`src/rtl/edit_pkg.sv`:
```
// Shared constants, state encoding and bus payloads for the character-cell editor.
// Also holds the cursor-advance and cell-address helpers.
package edit_pkg;

    localparam int unsigned COLS      = 20;
    localparam int unsigned ROWS      = 15;
    localparam int unsigned CELL_LOG2 = 5;
    localparam int unsigned CODE_W    = 7;
    localparam int unsigned H_ACTIVE  = 640;
    localparam int unsigned V_ACTIVE  = 480;

    localparam int unsigned MX_W   = 10;
    localparam int unsigned MY_W   = 9;
    localparam int unsigned COL_W  = 5;
    localparam int unsigned ROW_W  = 4;
    localparam int unsigned ADDR_W = 9;
    localparam int unsigned TMO_W  = 20;

    typedef enum logic [1:0] {
        ST_BROWSE = 2'd0,
        ST_EDIT   = 2'd1,
        ST_RECOG  = 2'd2,
        ST_WRITE  = 2'd3
    } state_e;

    typedef struct packed {
        logic [COL_W-1:0] x;
        logic [ROW_W-1:0] y;
    } cursor_t;

    typedef struct packed {
        logic              we;
        logic [ADDR_W-1:0] addr;
        logic [CODE_W-1:0] wdata;
    } buf_wr_t;

    // Row-major step through the grid, wrapping from the last cell to (0,0).
    function automatic cursor_t cursor_advance(input cursor_t c);
        cursor_t n;
        n = c;
        if (c.x == COL_W'(COLS - 1)) begin
            n.x = '0;
            if (c.y == ROW_W'(ROWS - 1)) n.y = '0;
            else                         n.y = c.y + ROW_W'(1);
        end else begin
            n.x = c.x + COL_W'(1);
        end
        return n;
    endfunction

    function automatic logic [ADDR_W-1:0] cell_addr(input cursor_t c);
        return ADDR_W'(c.y) * ADDR_W'(COLS) + ADDR_W'(c.x);
    endfunction

endpackage

```
`src/rtl/edit_cursor_ctrl_btn_edge.sv`:
```
// Rising-edge detector for a mouse button level.
// History resets to 1 so a button held through reset yields no edge.
module btn_edge (
    input  logic clk,
    input  logic rst_n,
    input  logic btn,
    output logic rise_c
);

    logic prev;

    always_ff @(posedge clk or negedge rst_n) begin
        if (!rst_n) prev <= 1'b1;
        else        prev <= btn;
    end

    assign rise_c = btn & ~prev;

endmodule

```
`src/rtl/edit_cursor_ctrl.sv`:
```
// Browse/edit sequencer for the 20x15 character grid: cell selection, canvas clear,
// recogniser handshake with timeout, and text-buffer write with cursor advance.
module edit_cursor_ctrl
    import edit_pkg::*;
#(
    parameter int unsigned RECOG_TIMEOUT = 1048575
) (
    input  logic              clk,
    input  logic              rst_n,
    input  logic [MX_W-1:0]   mouse_x,
    input  logic [MY_W-1:0]   mouse_y,
    input  logic              mouse_left,
    input  logic              mouse_right,
    input  logic              key_enter,
    input  logic              key_esc,
    input  logic              recog_done,
    input  logic [CODE_W-1:0] recog_code,
    output logic              editing,
    output logic [COL_W-1:0]  writing_block_x_pos,
    output logic [ROW_W-1:0]  writing_block_y_pos,
    output logic              canvas_clear,
    output logic              recog_start,
    output logic              buf_we,
    output logic [ADDR_W-1:0] buf_addr,
    output logic [CODE_W-1:0] buf_wdata,
    output logic              recog_err
);

    state_e            state_q, state_d;
    cursor_t           cur_q, cur_d;
    buf_wr_t           buf_q, buf_d;
    logic [TMO_W-1:0]  tmo_q, tmo_d;
    logic              editing_d, clear_d, start_d, err_d;
    logic              left_rise_c, right_rise_c, on_grid_c;

    btn_edge u_left_edge (
        .clk    (clk),
        .rst_n  (rst_n),
        .btn    (mouse_left),
        .rise_c (left_rise_c)
    );

    btn_edge u_right_edge (
        .clk    (clk),
        .rst_n  (rst_n),
        .btn    (mouse_right),
        .rise_c (right_rise_c)
    );

    assign on_grid_c = (mouse_x < MX_W'(H_ACTIVE)) && (mouse_y < MY_W'(V_ACTIVE));

    // Next-state and next-output logic.
    always_comb begin
        state_d  = state_q;
        cur_d    = cur_q;
        tmo_d    = tmo_q;
        err_d    = recog_err;
        clear_d  = 1'b0;
        start_d  = 1'b0;
        buf_d    = buf_q;
        buf_d.we = 1'b0;

        case (state_q)
            ST_BROWSE: begin
                if (left_rise_c && on_grid_c) begin
                    cur_d.x = COL_W'(mouse_x >> CELL_LOG2);
                    cur_d.y = ROW_W'(mouse_y >> CELL_LOG2);
                    clear_d = 1'b1;
                    state_d = ST_EDIT;
                end
            end
            ST_EDIT: begin
                if (key_esc) begin
                    clear_d = 1'b1;
                    state_d = ST_BROWSE;
                end else if (key_enter || right_rise_c) begin
                    start_d = 1'b1;
                    err_d   = 1'b0;
                    tmo_d   = '0;
                    state_d = ST_RECOG;
                end
            end
            ST_RECOG: begin
                // A done in the final counted cycle still wins over the timeout.
                if (recog_done) begin
                    buf_d.we    = 1'b1;
                    buf_d.addr  = cell_addr(cur_q);
                    buf_d.wdata = recog_code;
                    state_d     = ST_WRITE;
                end else if (tmo_q == TMO_W'(RECOG_TIMEOUT - 1)) begin
                    err_d   = 1'b1;
                    state_d = ST_EDIT;
                end else begin
                    tmo_d = tmo_q + TMO_W'(1);
                end
            end
            ST_WRITE: begin
                clear_d = 1'b1;
                cur_d   = cursor_advance(cur_q);
                state_d = ST_EDIT;
            end
            default: state_d = ST_BROWSE;
        endcase

        editing_d = (state_d != ST_BROWSE);
    end

    always_ff @(posedge clk or negedge rst_n) begin
        if (!rst_n) begin
            state_q      <= ST_BROWSE;
            cur_q        <= '0;
            buf_q        <= '0;
            tmo_q        <= '0;
            editing      <= 1'b0;
            canvas_clear <= 1'b0;
            recog_start  <= 1'b0;
            recog_err    <= 1'b0;
        end else begin
            state_q      <= state_d;
            cur_q        <= cur_d;
            buf_q        <= buf_d;
            tmo_q        <= tmo_d;
            editing      <= editing_d;
            canvas_clear <= clear_d;
            recog_start  <= start_d;
            recog_err    <= err_d;
        end
    end

    assign writing_block_x_pos = cur_q.x;
    assign writing_block_y_pos = cur_q.y;
    assign buf_we              = buf_q.we;
    assign buf_addr            = buf_q.addr;
    assign buf_wdata           = buf_q.wdata;

endmodule

```
`config.mk`:
```
export PLATFORM = sky130hd
export DESIGN_NAME = edit_cursor_ctrl
export DESIGN_NICKNAME = d
export VERILOG_FILES = /design/src/rtl/edit_pkg.sv /design/src/rtl/edit_cursor_ctrl_btn_edge.sv /design/src/rtl/edit_cursor_ctrl.sv
export SDC_FILE = /design/constraint.sdc
export NUM_CORES = 1
export LEC_CHECK = 0
export CORE_MARGIN = 1.5
export CORE_UTILIZATION = 47
export CTS_BUF_LIST = sky130_fd_sc_hd__clkbuf_2 sky130_fd_sc_hd__clkbuf_4 sky130_fd_sc_hd__clkbuf_8
export CTS_CLUSTER_SIZE = 10
export DETAILED_ROUTE_END_ITERATION = 7
export PLACE_DENSITY_LB_ADDON = 0.12
export RECOVER_POWER = 25
export SYNTH_ARGS = -nofsm -noshare
export SYNTH_HDL_FRONTEND = slang
export SYNTH_SLANG_ARGS = --single-unit
export TNS_END_PERCENT = 50
```
`constraint.sdc`:
```
create_clock -name clk -period 2.07 [get_ports clk]
set_input_delay 0.414 -clock clk [delete_from_list [all_inputs] [get_ports clk]]
set_output_delay 0.414 -clock clk [all_outputs]
set_load 0.05 [all_outputs]
```
Word-level counts from Yosys, hierarchy flattened
Index checks and enable logic that the tools add are counted.
- register bits: 54
- input port bits: 33
- output and inout bits: 30
- logic and storage cells: 78
- add/subtract/negate cells: 4
- multiply operators: 1
- order comparisons: 2
- equal/unequal tests: 13
- multiplexer cells: 29
- bitwise gates (word level): 4
- reduce and logical (&&, ||, !) cells: 12
- operators with widths (cell ; count):
    $mux W20 ; 4
    $pmux W20 S2 ; 1
    $mux W17 ; 2
    $add A20 B1 Y20 const B ; 1
    $eq A20 B20 Y1 const B ; 1
    $pmux W9 S2 ; 1
    $ne A2 B2 Y1 const B ; 7
    $lt A10 B10 Y1 const B ; 1
    $mux W2 ; 5
    $reduce_and A5 Y1 ; 2
    $add A9 B5 Y9 ; 1
    $lt A9 B9 Y1 const B ; 1
    $mux W1 ; 9
    $mux W9 ; 1
    $mux W4 ; 2
    $pmux W2 S4 ; 1
    $mul A4 B3 Y7 const B ; 1
    $reduce_bool A2 Y1 ; 3
    $add A5 B1 Y5 const B ; 1
    $eq A5 B5 Y1 const B ; 1
    $mux W5 ; 1
    $add A4 B1 Y4 const B ; 1
    $eq A2 B2 Y1 const B ; 2
    $eq A4 B4 Y1 const B ; 1
    10 further kinds ; 14

Longest topological paths before layout
Gate-level depths: netlist of run 1.
- word-level depth: 7
- depth in mapped cells: 8
- gate-level depth less buffers: 8

Modules after synthesis
Synthesis of run 1 repeated with hierarchy kept, for this count alone.
- cell total of the unflattened synthesis: 318
- area total of the unflattened synthesis: 2926.6 um^2
- by module, submodules not included (module ; instances ; cells each ; area each (um^2) ; seq. area each (um^2)):
    edit_cursor_ctrl ; 1 ; 314 ; 2846.5 ; 1301.2
    btn_edge ; 2 ; 2 ; 40.0 ; 26.3

Least setup slack after synthesis of run 1
No wires, ideal clock.
- path kind: register to register
- start point: reg cur_q (netlist bit writing_block_y_pos[1])
- end point: reg buf_q (netlist bit buf_addr[8])
- library setup time: 0.135 ns
- arrival: 2.242 ns
- required time: 1.935 ns
- setup slack: -0.307 ns
- stages on the path, launching flop included: 9
- buffers on the path: 0
- period minus slack after synthesis: 2.377 ns
- cells stage by stage: dfrtp_1 ha_1 ha_1 fa_1 nand2_1 o21bai_1 mux2i_1 a22oi_1 o21ai_0
- word-level cells in the longest chain between the ends: 2
- RTL lines (item ; line ; source):
    start: declaration ; edit_cursor_ctrl.sv:30 ; cursor_t cur_q, cur_d;
    start signal: assignment ; edit_cursor_ctrl.sv:120 ; cur_q <= cur_d;
    $mul A4 B3 Y7 ; edit_pkg.sv:52 ; return ADDR_W'(c.y) * ADDR_W'(COLS) + ADDR_W'(c.x);
    $add A9 B5 Y9 ; edit_pkg.sv:52 ;
    end signal: assignment ; edit_cursor_ctrl.sv:121 ; buf_q <= buf_d;
    end: declaration ; edit_cursor_ctrl.sv:31 ; buf_wr_t buf_q, buf_d;
No other way between the ends.
A chain may end at the register's enable or synchronous reset.

Worst setup path in the final report of run 1
- start point: reg cur_q (netlist bit writing_block_y_pos[3])
- end point: reg buf_q (netlist bit buf_addr[8])
The elaborated chain is that of the path after synthesis.

==> results.sh, run 1 <==
export IMPL_cts_made_buffers=5
export IMPL_path_delay_family="adder cells"
export IMPL_reg2reg_from="writing_block_y_pos[3]$_DFFE_PN0P_"
export IMPL_post_cts_buffers=0
export IMPL_die_area_um2=6680
export IMPL_synth_area_leaders="dfrtp_1, nand2_1, ha_1"
export IMPL_grt_pass1_wl_mm=10.5
export IMPL_syn_nets=347
export IMPL_dp_cells=451
export IMPL_leakagePower_nw=1.64
export IMPL_setup_viol=0
export IMPL_clock_sinks=54
export IMPL_arrival_ns=2.22
export IMPL_hpwl_mm=4.69
export IMPL_vias=2473
export IMPL_power_density_nw_per_um2=1410
export IMPL_grt_max_degree=55
export IMPL_worst_slew_pin_slew_ns=1.32
export IMPL_syn_avg_cell_area_um2=9.65
export IMPL_synth_top_cell_area_share=0.447
export IMPL_synthArstFlopShare=1.00
export IMPL_via_per_inst=5.39
export IMPL_drc=0
export IMPL_totalWireLength_mm=6.29
export IMPL_power_w=0.00545
export IMPL_reg2regPathDepth=8
export IMPL_gp_congestion=0.852
export IMPL_dpl_cell_area_um2=3760
export IMPL_cp_data_required_time_ns=2.27
export IMPL_ir_drop_v=0.000867
export IMPL_ff2ff_setup_slack_ns=0.05
export IMPL_diodes=0
export IMPL_cp_max_fo=2
export IMPL_yosysMostFrequentCell="dfrtp_1"
export IMPL_synth_top_area_cell="dfrtp_1"
export IMPL_grt_use_total=0.203
export IMPL_grt_pass1_vias=2395
export IMPL_htreeDepth=2
export IMPL_clk_latency_ns=0.30
export IMPL_syn_area_um2=2910
export IMPL_crit_slowest_cell="fa_1"
export IMPL_num_rows=28
export IMPL_yosys_warnings=0
export IMPL_worst_hold_slack_ns=0.478
export IMPL_cap_violations=0
export IMPL_antenna_left=0
export IMPL_multiInputGateArea_um2=1490
export IMPL_wl_per_cell_um=13.7
export IMPL_clk_pin_slew_ns=0.10
export IMPL_core_um2=5960
export IMPL_die_h_um=81.7
export IMPL_hold_class="in2async"
export IMPL_dr_first_iter_drc_count=136
export IMPL_ff_latch_area_um2=1360
export IMPL_io_buffers=52
export IMPL_ys_ff_latch=54
export IMPL_slew_headroom=0.118
export IMPL_synthesis_instances=302
export IMPL_areaGrowthSynthToFinish_pct=32.4
export IMPL_synth_commonest_cells="dfrtp_1, nand2_1, o21ai_0"
export IMPL_report_final_slew_viol_count=0
export IMPL_cp_buffers_inverters=0
export IMPL_fin_nets=428
export IMPL_status="completed"
export IMPL_firstDrtPassIters=4
export IMPL_final_area_um2=3860
export IMPL_drive_above_1_share=0.190
export IMPL_max_stage_delay_ns=0.51
export IMPL_criticalPathCategory="reg2reg"
export IMPL_finalCritPeriodShare=0.978
export IMPL_end_kind="flop"
export IMPL_critPathMostFrequentCell="ha_4"
export IMPL_finalCriticalPeriod_ns=2.02
export IMPL_max_clock_path_buffers=2
export IMPL_synth_cell_types=60
export IMPL_ios=63
export IMPL_fmax_mhz=494
export IMPL_regToRegEndpoint="buf_addr[8]$_DFFE_PN0P_"
export IMPL_final_util=0.648
export IMPL_fillers=503
export IMPL_worstPathCellList="ha_4 > ha_4 > fa_1 > nand2_2 > o21bai_4 > mux2i_1 > a22oi_1 > o21ai_1"
export IMPL_hold_viol_final=0
export IMPL_synth_edf_count=0
export IMPL_fin_worst_skew_ns=0.00844
export IMPL_fin_cells=459
export IMPL_gr_total_overflow=0
export IMPL_initial_core_util=0.489
export IMPL_cts_tree="built"
export IMPL_ys_flop_type="dfrtp_1"
export IMPL_root_buffer="clkbuf_8"
export IMPL_fp_dieW_um=81.7
export IMPL_crit_path_start_kind="flop"
export IMPL_crit_start="writing_block_y_pos[3]$_DFFE_PN0P_"
export IMPL_ys_seq_area_frac=0.465
export IMPL_antenna_found_initial=0
export IMPL_rsz0062_at_grt="yes"
[layer usage]
layer  routed length [um]  vias up  part of all wire  global-route usage
li1                     -     1253                 -                   -
met2                 3240       53              0.52               0.358
met4                   75        0             0.012              0.0678
met5                    0        -                 0                   0
met3                  264        6             0.042              0.0378
met1                 2700     1161              0.43               0.248
[cells in the final DEF, fill, tap and decap left out, types with 2 or more instances in the layout]
master	count
dfrtp_1	48
nand2_1	46
clkdlybuf4s50_1	44
buf_4	36
o21ai_0	23
a21oi_1	22
nor2_1	12
inv_1	11
nand3_1	9
o21ai_1	9
o31ai_1	9
or4_1	7
ha_1	7
or3_1	6
clkbuf_8	6
nand4_1	5
a31oi_1	4
mux2i_1	4
xor2_1	4
nor2b_1	3
nor3_1	3
o211ai_1	3
dfrtp_2	3
or4_4	2
nor4_2	2
nand2b_1	2
nand3b_1	2
and3_1	2
o221ai_4	2
xnor2_1	2
mux2_2	2
fa_1	2
ha_4	2
dlymetal6s2s_1	2
dfstp_2	2
[power breakdown]
part           leakage (nW)  switching (W)  internal (W)
sequential            0.692       0.000206       0.00137
clock                0.0517       0.000332      0.000284
combinational         0.900        0.00194       0.00131
total                  1.64        0.00248       0.00297
[worst max path at each step]
stage	cells past startpoint	slack [ns]	end
after global placement	7	-0.14	tmo_q[18]$_DFFE_PN0P_
after detailed placement	7	-0.18	tmo_q[16]$_DFFE_PN0P_
final	8	0.05	buf_addr[8]$_DFFE_PN0P_
after CTS	8	0.01	buf_addr[8]$_DFFE_PN0P_
after global routing	8	-0.02	buf_addr[8]$_DFFE_PN0P_
after floorplan	8	-0.10	buf_addr[8]$_DFFE_PN0P_
[state kept, by name (all words and copies together) (netlist names)]
name and count:
tmo_q 20, buf_addr 9, buf_wdata 7, writing_block_x_pos 5, writing_block_y_pos 4, state_q 2
buf_we 1, canvas_clear 1, editing 1, recog_err 1, recog_start 1, u_left_edge.prev 1
u_right_edge.prev 1
[layout make-up]
cell class,instances,area share
sequential,54,0.353
timing repair buffer,85,0.196
multi-input combinational,224,0.387
inverter,13,0.0159
tap,75,0.0243
clock inverter,1,0.00130
clock buffer,7,0.0234
[kinds of logic after synthesis]
kind of cell / count (synthesis) / share of synthesized area
xor gates and xnor gates: 6 / 0.0180
and+or+nand+nor: 112 / 0.203
DFF: 54 / 0.465
buffers and inverters: 24 / 0.0421
muxes: 6 / 0.0215
AOI/OAI and AO/OA: 88 / 0.194
adders and majority gates: 12 / 0.0567
[through the flow]
stage | TNS (ns) | setup WS, ns
5_1_grt | -0.0189 | -0.0189
2_1_floorplan | -0.101 | -0.101
6_report | 0 | 0.0465
4_1_cts | 0 | 0.0134
3_5_place_dp | -1.02 | -0.181
3_3_place_gp | -0.736 | -0.140
[timing repair]
item | in CTS | in global routing
hold buffers | 0 | 0
resized for setup | 1 | 5
pin swaps | 1 | 2
setup endpoints to repair | 2 | 9
(Power assumes the default switching activity.)
==> run 2, diff against run 1 <==
- CELL_PAD_IN_SITES_DETAIL_PLACEMENT: unset -> 1
- CELL_PAD_IN_SITES_GLOBAL_PLACEMENT: unset -> 2
- CORE_UTILIZATION: 47 -> 29
- SYNTH_HIERARCHICAL: unset -> 1
==> run 2 against run 1 <==
The flow now finishes with violations (setup timing). Highest routed layer unchanged. Setup slack worse by 0.16 ns. Clock power up 3.7%. Combinational power is 2% higher. Worst hold slack worse by 0.19 ns. First-iteration DRC count shrank 53%. Total power is 2.6% higher. Via count increased by 5.7%. Final cell count is 18% higher.
==> results.sh, run 2 <==
export IMPL_ys_ff_latch=54
export IMPL_arrival_ns=2.37
export IMPL_dr_first_iter_drc_count=64
export IMPL_die_h_um=103
export IMPL_clock_sinks=54
export IMPL_finalCritPeriodShare=1.06
export IMPL_report_final_slew_viol_count=0
export IMPL_criticalPathCategory="reg2reg"
export IMPL_regMostFlops="tmo_q"
export IMPL_firstDrtPassIters=4
export IMPL_wl_per_cell_um=15.1
export IMPL_ys_flop_type="dfrtp_1"
export IMPL_core_um2=9770
export IMPL_ir_drop_v=0.000570
export IMPL_ctsHoldBuffers=0
export IMPL_grt_use_total=0.161
export IMPL_vias=2613
export IMPL_fin_ws_ns=-0.115
export IMPL_rsz0062_at_grt="yes"
export IMPL_cp_data_required_time_ns=2.25
export IMPL_antenna_left=0
export IMPL_grt_pass1_vias=2720
export IMPL_cts_made_buffers=5
export IMPL_grt_pass1_wl_mm=13.5
export IMPL_fin_nets=451
export IMPL_crit_start="writing_block_y_pos[1]$_DFFE_PN0P_"
export IMPL_finalCriticalPeriod_ns=2.19
export IMPL_root_buffer="clkbuf_8"
export IMPL_drive_above_1_share=0.214
export IMPL_max_clock_path_buffers=2
export IMPL_highest_layer="met4"
export IMPL_grt_max_degree=38
export IMPL_hpwl_mm=6.11
export IMPL_drt_met1_wl_mm=4.16
export IMPL_leakagePower_nw=1.82
export IMPL_die_area_um2=10700
export IMPL_num_rows=36
export IMPL_worst_hold_slack_ns=0.287
export IMPL_synth_area_leaders="dfrtp_1, nand2_1, o21ai_0"
export IMPL_crit_path_start_kind="flop"
export IMPL_power_density_nw_per_um2=1380
export IMPL_synthesis_instances=318
export IMPL_place_ws_ns=-0.379
export IMPL_gp_congestion=0.788
export IMPL_yosys_warnings=6
export IMPL_final_cell_mix="nand2_1, dfrtp_1, buf_4"
export IMPL_reg2reg_from="writing_block_y_pos[1]$_DFFE_PN0P_"
export IMPL_initial_core_util=0.299
export IMPL_fin_worst_skew_ns=0.00894
export IMPL_fmax_mhz=458
export IMPL_io_buffers=52
export IMPL_largest_register_ffs=20
export IMPL_wl_met2_mm=3.61
export IMPL_clk_pin_slew_ns=0.10
export IMPL_ios=63
export IMPL_hold_class="in2async"
export IMPL_synth_commonest_cells="nand2_1, dfrtp_1, o21ai_0"
export IMPL_syn_avg_cell_area_um2=9.20
export IMPL_final_area_um2=4060
export IMPL_setup_viol=1
export IMPL_ys_seq_area_frac=0.463
export IMPL_dr_wl_met3_um=312
export IMPL_cap_violations=0
export IMPL_synthArstFlopShare=1.00
export IMPL_htreeDepth=2
export IMPL_drc=0
export IMPL_areaGrowthSynthToFinish_pct=38.6
export IMPL_cp_max_fo=2
export IMPL_clk_latency_ns=0.31
export IMPL_synth_top_area_cell="dfrtp_1"
export IMPL_antenna_found_initial=0
export IMPL_via_per_inst=4.84
export IMPL_status="finished with violations"
export IMPL_yosysMostFrequentCell="nand2_1"
export IMPL_final_common_cell="nand2_1"
export IMPL_synth_edf_count=0
export IMPL_synth_top_cell_area_share=0.445
export IMPL_fp_dieW_um=103
export IMPL_cts_tree="built"
export IMPL_syn_area_um2=2930
export IMPL_end_kind="flop"
export IMPL_hold_viol_final=0
export IMPL_slew_headroom=0.254
export IMPL_diodes=0
export IMPL_syn_nets=363
export IMPL_synth_cell_types=57
export IMPL_dpl_cell_area_um2=3880
export IMPL_failed_checks="setup timing"
export IMPL_gr_total_overflow=0
export IMPL_worst_slew_pin_slew_ns=1.12
export IMPL_totalWireLength_mm=8.14
## run 2: cells by family after synthesis
logic type               share of synthesized area
AND/OR/NAND/NOR                              0.232
adder cells (fa/ha/maj)                     0.0564
flip-flops                                   0.463
multiplexers                                0.0209
XOR/XNOR                                    0.0299
buffers and inverters                       0.0299
AO/OA/AOI/OAI                                0.168
## run 2: layout make-up
type | instances | area, um2
Fill cell | 1150 | 5720
Multi-Input combinational cell | 244 | 1590
Sequential cell | 54 | 1360
Timing Repair Buffer | 92 | 810
Tap cell | 133 | 166
Clock buffer | 6 | 82.6
Inverter | 9 | 33.8
Clock inverter | 2 | 12.5
## run 2: repair_timing
| action | in CTS | in global routing |
|---|---|---|
| setup buffers | 1 | 2 |
| pin swaps | 2 | 1 |
| endpoints found under the setup margin | 3 | 19 |
| gates resized for setup | 1 | 18 |
## run 2: worst max-delay path: stages (launching register included)
cell and delay (ns):
dfrtp_4 0.50, ha_4 0.23, ha_4 0.16, fa_1 0.50, nand2_1 0.07, o21bai_4 0.17, mux2i_1 0.12, a22oi_1 0.22
a21oi_1 0.09
## run 2: path summary, 6_finish.rpt
check                           cells past startpoint                                  to  slack, ns
worst min-delay path                                1               tmo_q[13]$_DFFE_PN0P_       0.29
worst max-delay path                                8             buf_addr[8]$_DFFE_PN0P_      -0.12
worst min register to register                      2            buf_wdata[3]$_DFFE_PN0P_       0.48
max in group asynchronous                           2  writing_block_y_pos[1]$_DFFE_PN0P_       0.23
worst max register to register                      8             buf_addr[8]$_DFFE_PN0P_      -0.12
min in group clk                                    2            buf_wdata[3]$_DFFE_PN0P_       0.48
## run 2: routing by layer
layer | track usage | up-vias
li1 | - | 1305
met1 | 0.236 | 1250
met2 | 0.254 | 54
met3 | 0.0228 | 4
met4 | 0.0312 | 0
met5 | 0 | -
## run 2: per-stage QoR
step	total power, W	cells	TNS [ns]	utilization
after floorplan	0.00373	318	-0.145	-
after global placement	0.00486	529	-4.40	0.397
after detailed placement	0.00491	529	-4.66	0.397
after CTS	0.00561	538	-0.116	0.408
after global routing	0.00601	540	-1.57	0.415
final	0.00558	540	-0.115	0.415
## run 2: where the power goes
| part | switching [W] | internal, W | total (W) | leakage, nW |
|---|---|---|---|---|
| combinational | 0.00200 | 0.00133 | 0.00333 | 1.08 |
| sequential | 0.000238 | 0.00138 | 0.00161 | 0.690 |
| clock | 0.000369 | 0.000270 | 0.000639 | 0.0472 |
